==> src/rtl/pulse_width_decoder_pkg.sv <==
// Shared types and the width classifier for the stretched-pulse decoder.
package pulse_dec_pkg;

  typedef enum logic [1:0] {
    WAIT_LOW = 2'd0,
    IDLE     = 2'd1,
    HIGH     = 2'd2
  } state_t;

  typedef enum logic [1:0] {
    CLS_SHORT = 2'd0,
    CLS_MATCH = 2'd1,
    CLS_LONG  = 2'd2
  } class_t;

  localparam logic [7:0] STAT_MAX = 8'd255;

  // Callers zero-extend W-bit values; expected - tol never underflows by construction.
  function automatic class_t classify(input logic [15:0] width,
                                      input logic [15:0] expected,
                                      input logic [15:0] tol);
    class_t cls;
    if (width < (expected - tol)) begin
      cls = CLS_SHORT;
    end else if (width > (expected + tol)) begin
      cls = CLS_LONG;
    end else begin
      cls = CLS_MATCH;
    end
    return cls;
  endfunction

endpackage

==> src/rtl/pulse_width_decoder_if.sv <==
// Pulse input, clear and decoded event/status bundle of the pulse width decoder.
interface pulse_width_decoder_if #(
  parameter int W = 8
);
  logic         in_pulse;
  logic         clear;
  logic         evt_valid;
  logic [W-1:0] evt_width;
  logic         evt_match;
  logic         evt_short;
  logic         evt_long;
  logic         busy;
  logic         err_timeout;
  logic [7:0]   match_count;
  logic [7:0]   error_count;

  modport master (
    output in_pulse, clear,
    input  evt_valid, evt_width, evt_match, evt_short, evt_long,
    input  busy, err_timeout, match_count, error_count
  );

  modport slave (
    input  in_pulse, clear,
    output evt_valid, evt_width, evt_match, evt_short, evt_long,
    output busy, err_timeout, match_count, error_count
  );
endinterface

==> src/rtl/pulse_width_decoder_bit_sync.sv <==
// Single-bit synchronizer chain with a selectable reset level.
module bit_sync #(
  parameter int   STAGES  = 2,
  parameter logic RST_VAL = 1'b1
) (
  input  logic clk,
  input  logic rstn,
  input  logic d_i,
  output logic q_o
);
  logic [STAGES-1:0] sync_q;

  // Shift the asynchronous input through the flop chain.
  always_ff @(posedge clk or negedge rstn) begin
    if (!rstn) begin
      sync_q <= {STAGES{RST_VAL}};
    end else begin
      sync_q <= {sync_q[STAGES-2:0], d_i};
    end
  end

  assign q_o = sync_q[STAGES-1];
endmodule

==> src/rtl/pulse_width_decoder.sv <==
// Measures the high time of each stretched pulse, classifies it and keeps
// sticky timeout plus saturating match/error statistics.
module pulse_width_decoder #(
  parameter int PULSE_CYCLES = 32,
  parameter int TOL          = 2,
  parameter int MAX_CYCLES   = 255,
  parameter int SYNC_STAGES  = 0
) (
  input  logic                  clk,
  input  logic                  rstn,
  pulse_width_decoder_if.slave  bus
);
  import pulse_dec_pkg::*;

  localparam int           W     = $clog2(MAX_CYCLES + 1);
  localparam logic [W-1:0] MAX_W = W'(MAX_CYCLES);

  logic         in_s;
  state_t       state_q, state_d;
  logic [W-1:0] cnt_q, cnt_d;
  logic         evt_d, timeout_d;
  logic [W-1:0] width_d;
  class_t       cls_d;

  logic         evt_valid_q, evt_match_q, evt_short_q, evt_long_q, busy_q;
  logic [W-1:0] evt_width_q;
  logic         err_timeout_q, err_timeout_d;
  logic [7:0]   match_count_q, match_count_d, error_count_q, error_count_d;
  logic [7:0]   match_base_s, error_base_s;

  generate
    if (SYNC_STAGES > 0) begin : g_sync
      bit_sync #(.STAGES(SYNC_STAGES), .RST_VAL(1'b1)) u_sync (
        .clk  (clk),
        .rstn (rstn),
        .d_i  (bus.in_pulse),
        .q_o  (in_s)
      );
    end else begin : g_nosync
      assign in_s = bus.in_pulse;
    end
  endgenerate

  // Pulse measurement FSM: next state, counter and event decode.
  always_comb begin
    state_d   = state_q;
    cnt_d     = cnt_q;
    evt_d     = 1'b0;
    timeout_d = 1'b0;
    width_d   = evt_width_q;
    cls_d     = CLS_MATCH;
    case (state_q)
      WAIT_LOW: begin
        if (!in_s) state_d = IDLE;
        else       state_d = WAIT_LOW;
      end
      IDLE: begin
        if (in_s) begin
          state_d = HIGH;
          cnt_d   = W'(1);
        end else begin
          state_d = IDLE;
        end
      end
      HIGH: begin
        if (in_s) begin
          if (cnt_q < MAX_W) begin
            cnt_d = cnt_q + W'(1);
          end else begin
            // Stuck high: report once, then ignore the rest of this pulse.
            evt_d     = 1'b1;
            timeout_d = 1'b1;
            width_d   = MAX_W;
            cls_d     = CLS_LONG;
            state_d   = WAIT_LOW;
          end
        end else begin
          evt_d   = 1'b1;
          width_d = cnt_q;
          cls_d   = classify(16'(cnt_q), 16'(PULSE_CYCLES), 16'(TOL));
          state_d = IDLE;
        end
      end
      default: state_d = WAIT_LOW;
    endcase
  end

  // Statistics: clear takes effect first, then the same-edge event is counted.
  always_comb begin
    match_base_s  = bus.clear ? 8'd0 : match_count_q;
    error_base_s  = bus.clear ? 8'd0 : error_count_q;
    match_count_d = match_base_s;
    error_count_d = error_base_s;
    err_timeout_d = (bus.clear ? 1'b0 : err_timeout_q) | timeout_d;
    if (evt_d && (cls_d == CLS_MATCH)) begin
      if (match_base_s != STAT_MAX) match_count_d = match_base_s + 8'd1;
      else                          match_count_d = match_base_s;
    end else if (evt_d) begin
      if (error_base_s != STAT_MAX) error_count_d = error_base_s + 8'd1;
      else                          error_count_d = error_base_s;
    end else begin
      match_count_d = match_base_s;
    end
  end

  // State, measurement and registered outputs.
  always_ff @(posedge clk or negedge rstn) begin
    if (!rstn) begin
      state_q       <= WAIT_LOW;
      cnt_q         <= '0;
      evt_valid_q   <= 1'b0;
      evt_width_q   <= '0;
      evt_match_q   <= 1'b0;
      evt_short_q   <= 1'b0;
      evt_long_q    <= 1'b0;
      busy_q        <= 1'b0;
      err_timeout_q <= 1'b0;
      match_count_q <= 8'd0;
      error_count_q <= 8'd0;
    end else begin
      state_q       <= state_d;
      cnt_q         <= cnt_d;
      evt_valid_q   <= evt_d;
      evt_width_q   <= width_d;
      evt_match_q   <= evt_d && (cls_d == CLS_MATCH);
      evt_short_q   <= evt_d && (cls_d == CLS_SHORT);
      evt_long_q    <= evt_d && (cls_d == CLS_LONG);
      busy_q        <= (state_d == HIGH);
      err_timeout_q <= err_timeout_d;
      match_count_q <= match_count_d;
      error_count_q <= error_count_d;
    end
  end

  assign bus.evt_valid   = evt_valid_q;
  assign bus.evt_width   = evt_width_q;
  assign bus.evt_match   = evt_match_q;
  assign bus.evt_short   = evt_short_q;
  assign bus.evt_long    = evt_long_q;
  assign bus.busy        = busy_q;
  assign bus.err_timeout = err_timeout_q;
  assign bus.match_count = match_count_q;
  assign bus.error_count = error_count_q;
endmodule

==> src/flat_wrapper.sv <==
// flat-port wrapper written by rule: the top's interface ports become plain ports
module pulse_width_decoder_flat import pulse_dec_pkg::*;
#(
  parameter int PULSE_CYCLES = 32,
  parameter int TOL          = 2,
  parameter int MAX_CYCLES   = 255,
  parameter int SYNC_STAGES  = 0
)
  (clk, rstn, bus_in_pulse, bus_clear, bus_evt_valid, bus_evt_width, bus_evt_match, bus_evt_short, bus_evt_long, bus_busy, bus_err_timeout, bus_match_count, bus_error_count);
  pulse_width_decoder_if #(.W(8)) bus_i ();
  input  logic clk;
  input  logic rstn;
  input wire logic [$bits(bus_i.in_pulse)-1:0] bus_in_pulse;
  input wire logic [$bits(bus_i.clear)-1:0] bus_clear;
  output wire logic [$bits(bus_i.evt_valid)-1:0] bus_evt_valid;
  output wire logic [$bits(bus_i.evt_width)-1:0] bus_evt_width;
  output wire logic [$bits(bus_i.evt_match)-1:0] bus_evt_match;
  output wire logic [$bits(bus_i.evt_short)-1:0] bus_evt_short;
  output wire logic [$bits(bus_i.evt_long)-1:0] bus_evt_long;
  output wire logic [$bits(bus_i.busy)-1:0] bus_busy;
  output wire logic [$bits(bus_i.err_timeout)-1:0] bus_err_timeout;
  output wire logic [$bits(bus_i.match_count)-1:0] bus_match_count;
  output wire logic [$bits(bus_i.error_count)-1:0] bus_error_count;
  assign bus_i.in_pulse = bus_in_pulse;
  assign bus_i.clear = bus_clear;
  assign bus_evt_valid = bus_i.evt_valid;
  assign bus_evt_width = bus_i.evt_width;
  assign bus_evt_match = bus_i.evt_match;
  assign bus_evt_short = bus_i.evt_short;
  assign bus_evt_long = bus_i.evt_long;
  assign bus_busy = bus_i.busy;
  assign bus_err_timeout = bus_i.err_timeout;
  assign bus_match_count = bus_i.match_count;
  assign bus_error_count = bus_i.error_count;
  pulse_width_decoder #(.PULSE_CYCLES(PULSE_CYCLES), .TOL(TOL), .MAX_CYCLES(MAX_CYCLES), .SYNC_STAGES(SYNC_STAGES)) u_core (.clk(clk), .rstn(rstn), .bus(bus_i));
endmodule
==> config.mk <==
export PLATFORM = sky130hd
export DESIGN_NAME = pulse_width_decoder_flat
export DESIGN_NICKNAME = d
export VERILOG_FILES = /design/src/rtl/pulse_width_decoder_pkg.sv /design/src/rtl/pulse_width_decoder_if.sv /design/src/rtl/pulse_width_decoder_bit_sync.sv /design/src/rtl/pulse_width_decoder.sv /design/src/flat_wrapper.sv
export SDC_FILE = /design/constraint.sdc
export NUM_CORES = 1
export LEC_CHECK = 0
export CORE_ASPECT_RATIO = 0.5
export CORE_MARGIN = 4
export CORE_UTILIZATION = 40
export CTS_BUF_LIST = sky130_fd_sc_hd__clkbuf_2
export CTS_CLUSTER_DIAMETER = 200
export CTS_CLUSTER_SIZE = 28
export DETAILED_ROUTE_END_ITERATION = 12
export GPL_ROUTABILITY_DRIVEN = 0
export GPL_TIMING_DRIVEN = 0
export PLACE_DENSITY_LB_ADDON = 0.1
export REMOVE_ABC_BUFFERS = 1
export SYNTH_ARGS = -nofsm -noshare
export SYNTH_HDL_FRONTEND = slang
export SYNTH_SLANG_ARGS = --single-unit
==> constraint.sdc <==
create_clock -name clk -period 2.55 [get_ports clk]
set_input_delay 0.51 -clock clk [delete_from_list [all_inputs] [get_ports clk]]
set_output_delay 0.51 -clock clk [all_outputs]
set_load 0.05 [all_outputs]
### Word-level counts from Yosys, hierarchy flattened

Cells that the tools add are included.

* add/subtract/negate cells: 3
* magnitude comparators: 3
* eq/ne operators: 11
* mux-type cells: 29
* bitwise operators: 1
* reduce and logical (&&, ||, !) cells: 8

Operators by type and width (count)
* 8-bit two-way mux: 12
* 8-bit by 1-bit adder with 8-bit output (second input constant): 3
* 2-bit two-way mux: 8
* 8-bit inequality test (second input constant): 2
* 8-bit one-hot mux with 2 select lines: 1
* 8-bit by 6-bit greater-than comparator with 1-bit output (second input constant): 1
* 8-bit by 5-bit less-than comparator with 1-bit output (second input constant): 1
* 8-bit less-than comparator (second input constant): 1
* 1-bit two-way mux: 7
* 2-bit equality test (second input constant): 3
* 2-bit inequality test (second input constant): 3
* 2-bit one-hot mux with 3 select lines: 1
* 2-bit by 1-bit equality test with 1-bit output (second input constant): 2
* 2-bit logical NOT: 2
* 4-bit AND reduction: 1
* 1-bit logical AND: 3
* 2-bit by 1-bit inequality test with 1-bit output (second input constant): 1
* 2-bit AND reduction: 1
* 2-bit nonzero test: 1
* 1-bit OR: 1

* register bits after elaboration: 40
* input port bits: 4
* output and inout port bits: 30
* word-level logic and storage cells: 66

### Logic depth before layout (Yosys ltp)

Gate-level depths: netlist of run 1.

* depth in word-level cells: 8
* gate-level depth with buffers: 8
* gate-level depth less buffers: 7

### Worst setup path after synthesis of run 1

No wires, ideal clock.

* kind: register -> register
* from: reg u_core.match_count_q[0], in the netlist u_core.bus.match_count[0]
* to: reg u_core.match_count_q[1], in the netlist u_core.bus.match_count[1]
* arrival: 2.096 ns
* required time: 2.422 ns
* setup slack: 0.326 ns
* cell stages (with the launch flop): 7
* buffers on the path: 0
* cell sequence: dfrtp_1 > nor2b_1 > ha_1 > nand4_1 > nor3_1 > nor3_2 > mux2_1

* word-level cells in the longest chain between the ends: 4

Ends and longest elaborated chain
* start: declaration: RTL line pulse_width_decoder.sv:28 `logic [7:0] match_count_q, match_count_d, error_count_q, error_count_d;`
* start signal: assignment: RTL line pulse_width_decoder.sv:130 `match_count_q <= match_count_d;`
* 8-bit two-way mux *: RTL line pulse_width_decoder.sv:90 `match_base_s = bus.clear ? 8'd0 : match_count_q;`
* 8-bit by 1-bit adder with 8-bit output / 8-bit inequality test (equally long branches): RTL line pulse_width_decoder.sv:96 `if (match_base_s != STAT_MAX) match_count_d = match_base_s + 8'd1;`
* 8-bit two-way mux *: RTL line pulse_width_decoder.sv:96
* 8-bit two-way mux *: RTL line pulse_width_decoder.sv:95 `if (evt_d && (cls_d == CLS_MATCH)) begin`
* named net u_core.match_count_d[1]: RTL line pulse_width_decoder.sv:28

Mark *: on every way through the listed nets, which the timed path passes. The rest lies on a longest branch.
A chain may end at the register's enable or synchronous reset.

### Final worst setup path of run 1

* from: in bus_clear
* to: reg u_core.error_count_q[5], in the netlist u_core.bus.error_count[5]

* word-level cells in the longest chain between the ends: 5

Ends and longest elaborated chain
* start: declaration: RTL line flat_wrapper.sv:14 `input wire logic [$bits(bus_i.clear)-1:0] bus_clear;`
* 8-bit two-way mux *: RTL line pulse_width_decoder.sv:91 `error_base_s = bus.clear ? 8'd0 : error_count_q;`
* 8-bit by 1-bit adder with 8-bit output / 8-bit inequality test (equally long branches): RTL line pulse_width_decoder.sv:99 `if (error_base_s != STAT_MAX) error_count_d = error_base_s + 8'd1;`
* 8-bit two-way mux: RTL line pulse_width_decoder.sv:99
* 8-bit two-way mux: RTL line pulse_width_decoder.sv:98 `end else if (evt_d) begin`
* 8-bit two-way mux *: RTL line pulse_width_decoder.sv:95
* named net u_core.error_count_d[5]: RTL line pulse_width_decoder.sv:28
* end signal: assignment: RTL line pulse_width_decoder.sv:131 `error_count_q <= error_count_d;`
* end: declaration: RTL line pulse_width_decoder.sv:28

Marked as above.

==> flow_summary.yaml, run 1 <==
sta:
  final_hold_viol_count: 0
  hold_ws_ns: 0.506
  fin_skew_ns: 0.0148
  setup_ws_ns: 0.172
  fmax_mhz: 421
  slew_viol_final: 0
  slew-limit-headroom: 0.506
  setup_viol: 0
  setup-tns-final_ns: 0
  period_share: 0.932
  fin_crit_ns: 2.38
  rsz0062_at_grt: "false"
  worst_pin_slew_ns: 0.741
clock_tree:
  clock_sinks: 40
  cts_buffers: 5
  htree_levels: 2
  cts_tree: "built"
  postCtsSetupBuffers: 0
  cts-root-buf: "clkbuf_2"
  insertion_delay_ns: 0.42
  clockBufferDepth: 2
  clk_pin_slew_ns: 0.22
final_layout:
  layout.cells.non_filler: 301
  fill_cells: 464
  area_delta_synth_final_pct: 21.3
  n_antenna_cell: 0
  multiInputGateArea_sq_um: 981
  layout_commonest_cell: "dfrtp_1"
  nets: 237
  regArea_sq_um: 1000
  layout_common_cells: "dfrtp_1 (40), clkdlybuf4s50_1 (31), nor2_1 (17)"
  drive_gt1_frac: 0.0909
  fin_util: 0.505
yosys:
  synth_edf_count: 0
  syn_inst: 198
  ys_async_sr_fraction: 1.00
  ys_ff_latch: 40
  yosysWarnings: 0
  seq_area_frac_synth: 0.488
  synth_ff_type: "dfrtp_1"
  syn_area_per_cell_sq_um: 10.4
  netlist_area_sq_um: 2050
  ys_types: 47
route:
  dr.pass1.iters: 4
  drt_iter0_markers: 80
  wirelength_um: 4400
  wire_per_inst_um: 14.6
  ant_nets: 0
  drc_errors: 0
  avgViaCountPerCell: 5.33
  vias: 1605
global_routing:
  first_global_vias: 1613
  gr-usage-met1: 0.217
  grt_overflow: 0
  grt_max_degree: 25
  track_usage: 0.157
  grt_pass1_wl_um: 7810
  grtUsageMet2: 0.245
  use_met3: 0.0427
  grt.busiest_layer: "met2"
  antenna_found_initial: 0
power_and_ir_drop:
  power_density_nw_per_um2: 616
  p_leak_nw: 1.00
  ir_drop_mv: 0.481
place:
  port-buffer-count: 33
  dpl.cell_count: 292
  dp_slack_ns: -0.682
  dp.final_hpwl_um: 3100
floorplanning:
  dieWidth_um: 109
  core_sq_um: 4930
  floorplan.die_area_sq_um: 6410
  rows: 18
  start_util: 0.416
  die_h_um: 58.6
  io_pins: 34
critical_path:
  reg2reg_from: "u_core.cnt_q[0]$_DFFE_PN0P_"
  critPathKind: "in2reg"
  ff2ff_path_depth: 6
  required_ns: 2.86
  crit_fanout: 21
  reg2reg_slack_ns: 0.21
  cp-start-kind: "input pin"
  cp.arrival_ns: 2.69
  timing.rr.end: "u_core.bus.error_count[4]$_DFF_PN0_"
  cp-end-kind: "flop"
worst_hold_path:
  min_path_type: "in2async"
flow_run:
  cap_violations: 0
run_status:
  status: "completed"
-- timing repair --
| item | in CTS | in global routing |
|---|---|---|
| hold buffers | 1 | 0 |
| pin swaps | 0 | 0 |
| resized for setup | 1 | 1 |
| endpoints found under the setup margin | 7 | 1 |
| hold endpoints to repair | 16 | 0 |
-- registers in the layout, indices dropped and copies added (netlist names) --
register,flops
u_core.bus.err_timeout,1
u_core.bus.evt_short,1
u_core.bus.evt_width,8
u_core.bus.evt_match,1
u_core.bus.evt_valid,1
u_core.cnt_q,8
u_core.bus.evt_long,1
u_core.bus.match_count,8
u_core.state_q,2
u_core.bus.error_count,8
u_core.bus.busy,1
-- worst max path at each step --
stage                                   startpoint                                  end  slack [ns]  depth (start not counted)
2_1_floorplan  u_core.bus.match_count[0]$_DFF_PN0_  u_core.bus.match_count[1]$_DFF_PN0_        0.33                          6
3_3_place_gp                             bus_clear  u_core.bus.match_count[1]$_DFF_PN0_       -0.66                          7
3_5_place_dp                             bus_clear  u_core.bus.match_count[1]$_DFF_PN0_       -0.68                          7
4_1_cts                                  bus_clear  u_core.bus.match_count[1]$_DFF_PN0_        0.17                          7
5_1_grt                u_core.cnt_q[1]$_DFFE_PN0P_  u_core.bus.error_count[4]$_DFF_PN0_        0.02                          6
6_report                                 bus_clear  u_core.bus.error_count[5]$_DFF_PN0_        0.17                          8
-- power breakdown --
part	switching [mW]	internal, mW
clock network	0.231	0.0633
logic	0.305	0.172
registers	0.0589	0.704
-- cell usage after synthesis (2+ instances only) --
| master | instances | area [sq um] |
|---|---|---|
| a2111oi_0 | 2 | 17.5 |
| a211oi_1 | 4 | 30.0 |
| a211oi_2 | 2 | 25.0 |
| a21oi_1 | 4 | 20.0 |
| a31oi_1 | 5 | 31.3 |
| and3_1 | 3 | 18.8 |
| and4_1 | 2 | 17.5 |
| and4b_1 | 2 | 20.0 |
| buf_2 | 6 | 30.0 |
| clkbuf_1 | 3 | 11.3 |
| dfrtp_1 | 40 | 1000 |
| ha_1 | 3 | 37.5 |
| inv_1 | 5 | 18.8 |
| mux2_1 | 3 | 33.8 |
| mux2i_1 | 4 | 40.0 |
| nand2_1 | 15 | 56.3 |
| nand2b_1 | 4 | 25.0 |
| nand3_1 | 8 | 40.0 |
| nand4_1 | 8 | 50.1 |
| nor2_1 | 17 | 63.8 |
| nor2b_1 | 8 | 50.1 |
| nor3_1 | 7 | 35.0 |
| nor4_2 | 2 | 25.0 |
| o21ai_0 | 3 | 15.0 |
| o22a_1 | 8 | 70.1 |
| xnor2_1 | 5 | 43.8 |
| xor2_1 | 5 | 43.8 |
-- area by class of cell --
cell class / instances / share of cell area
inverter: 6 / 0.00905
timing repair buffer: 35 / 0.142
multi-input combinational: 142 / 0.394
clock inverter: 3 / 0.00754
sequential: 40 / 0.402
clock buffer: 5 / 0.0101
tap: 70 / 0.0352
-- through the flow --
step,power [mW],area [sq um]
after global placement,1.25,2420
after detailed placement,1.26,2430
after floorplan,1.08,2000
final,1.53,2490
after global routing,1.62,2490
after CTS,1.55,2480
-- routing by layer --
layer	part of all wire	up-vias
met5	0	-
met4	0.0080	0
met3	0.036	5
met2	0.46	19
met1	0.50	795
li1	-	786
-- worst max-delay path: stages --
cell and delay [ns]:
dlygate4sd2_1 0.68, nor2b_1 0.18, ha_1 0.25, nand2_1 0.18, nor3_1 0.12, a2111oi_0 0.53, xnor2_1 0.18, nor2_1 0.05
-- cell families (layout without fill, tap and decap cells) --
kind of cell,Yosys count,count (layout),synth area share
simple gates,86,86,0.240
fa+ha+maj,3,3,0.0183
xor+xnor,10,10,0.0427
mux,8,8,0.0433
buf+inv,16,49,0.0366
compound gates,35,35,0.132
flops,40,40,0.488
(Power assumes the default switching activity.)
==> run 2, diff against run 1 <==
CAP_MARGIN = 20   (was not set)
TNS_END_PERCENT = 20   (was not set)
==> results of run 2 <==
No change in the layout: final DEF, timing and power equal those of run 1.
==> run 3, diff against run 2 <==
SKIP_LAST_GASP = 1   (was not set)
==> results of run 3 <==
No change in the layout: final DEF, timing and power equal those of run 1.
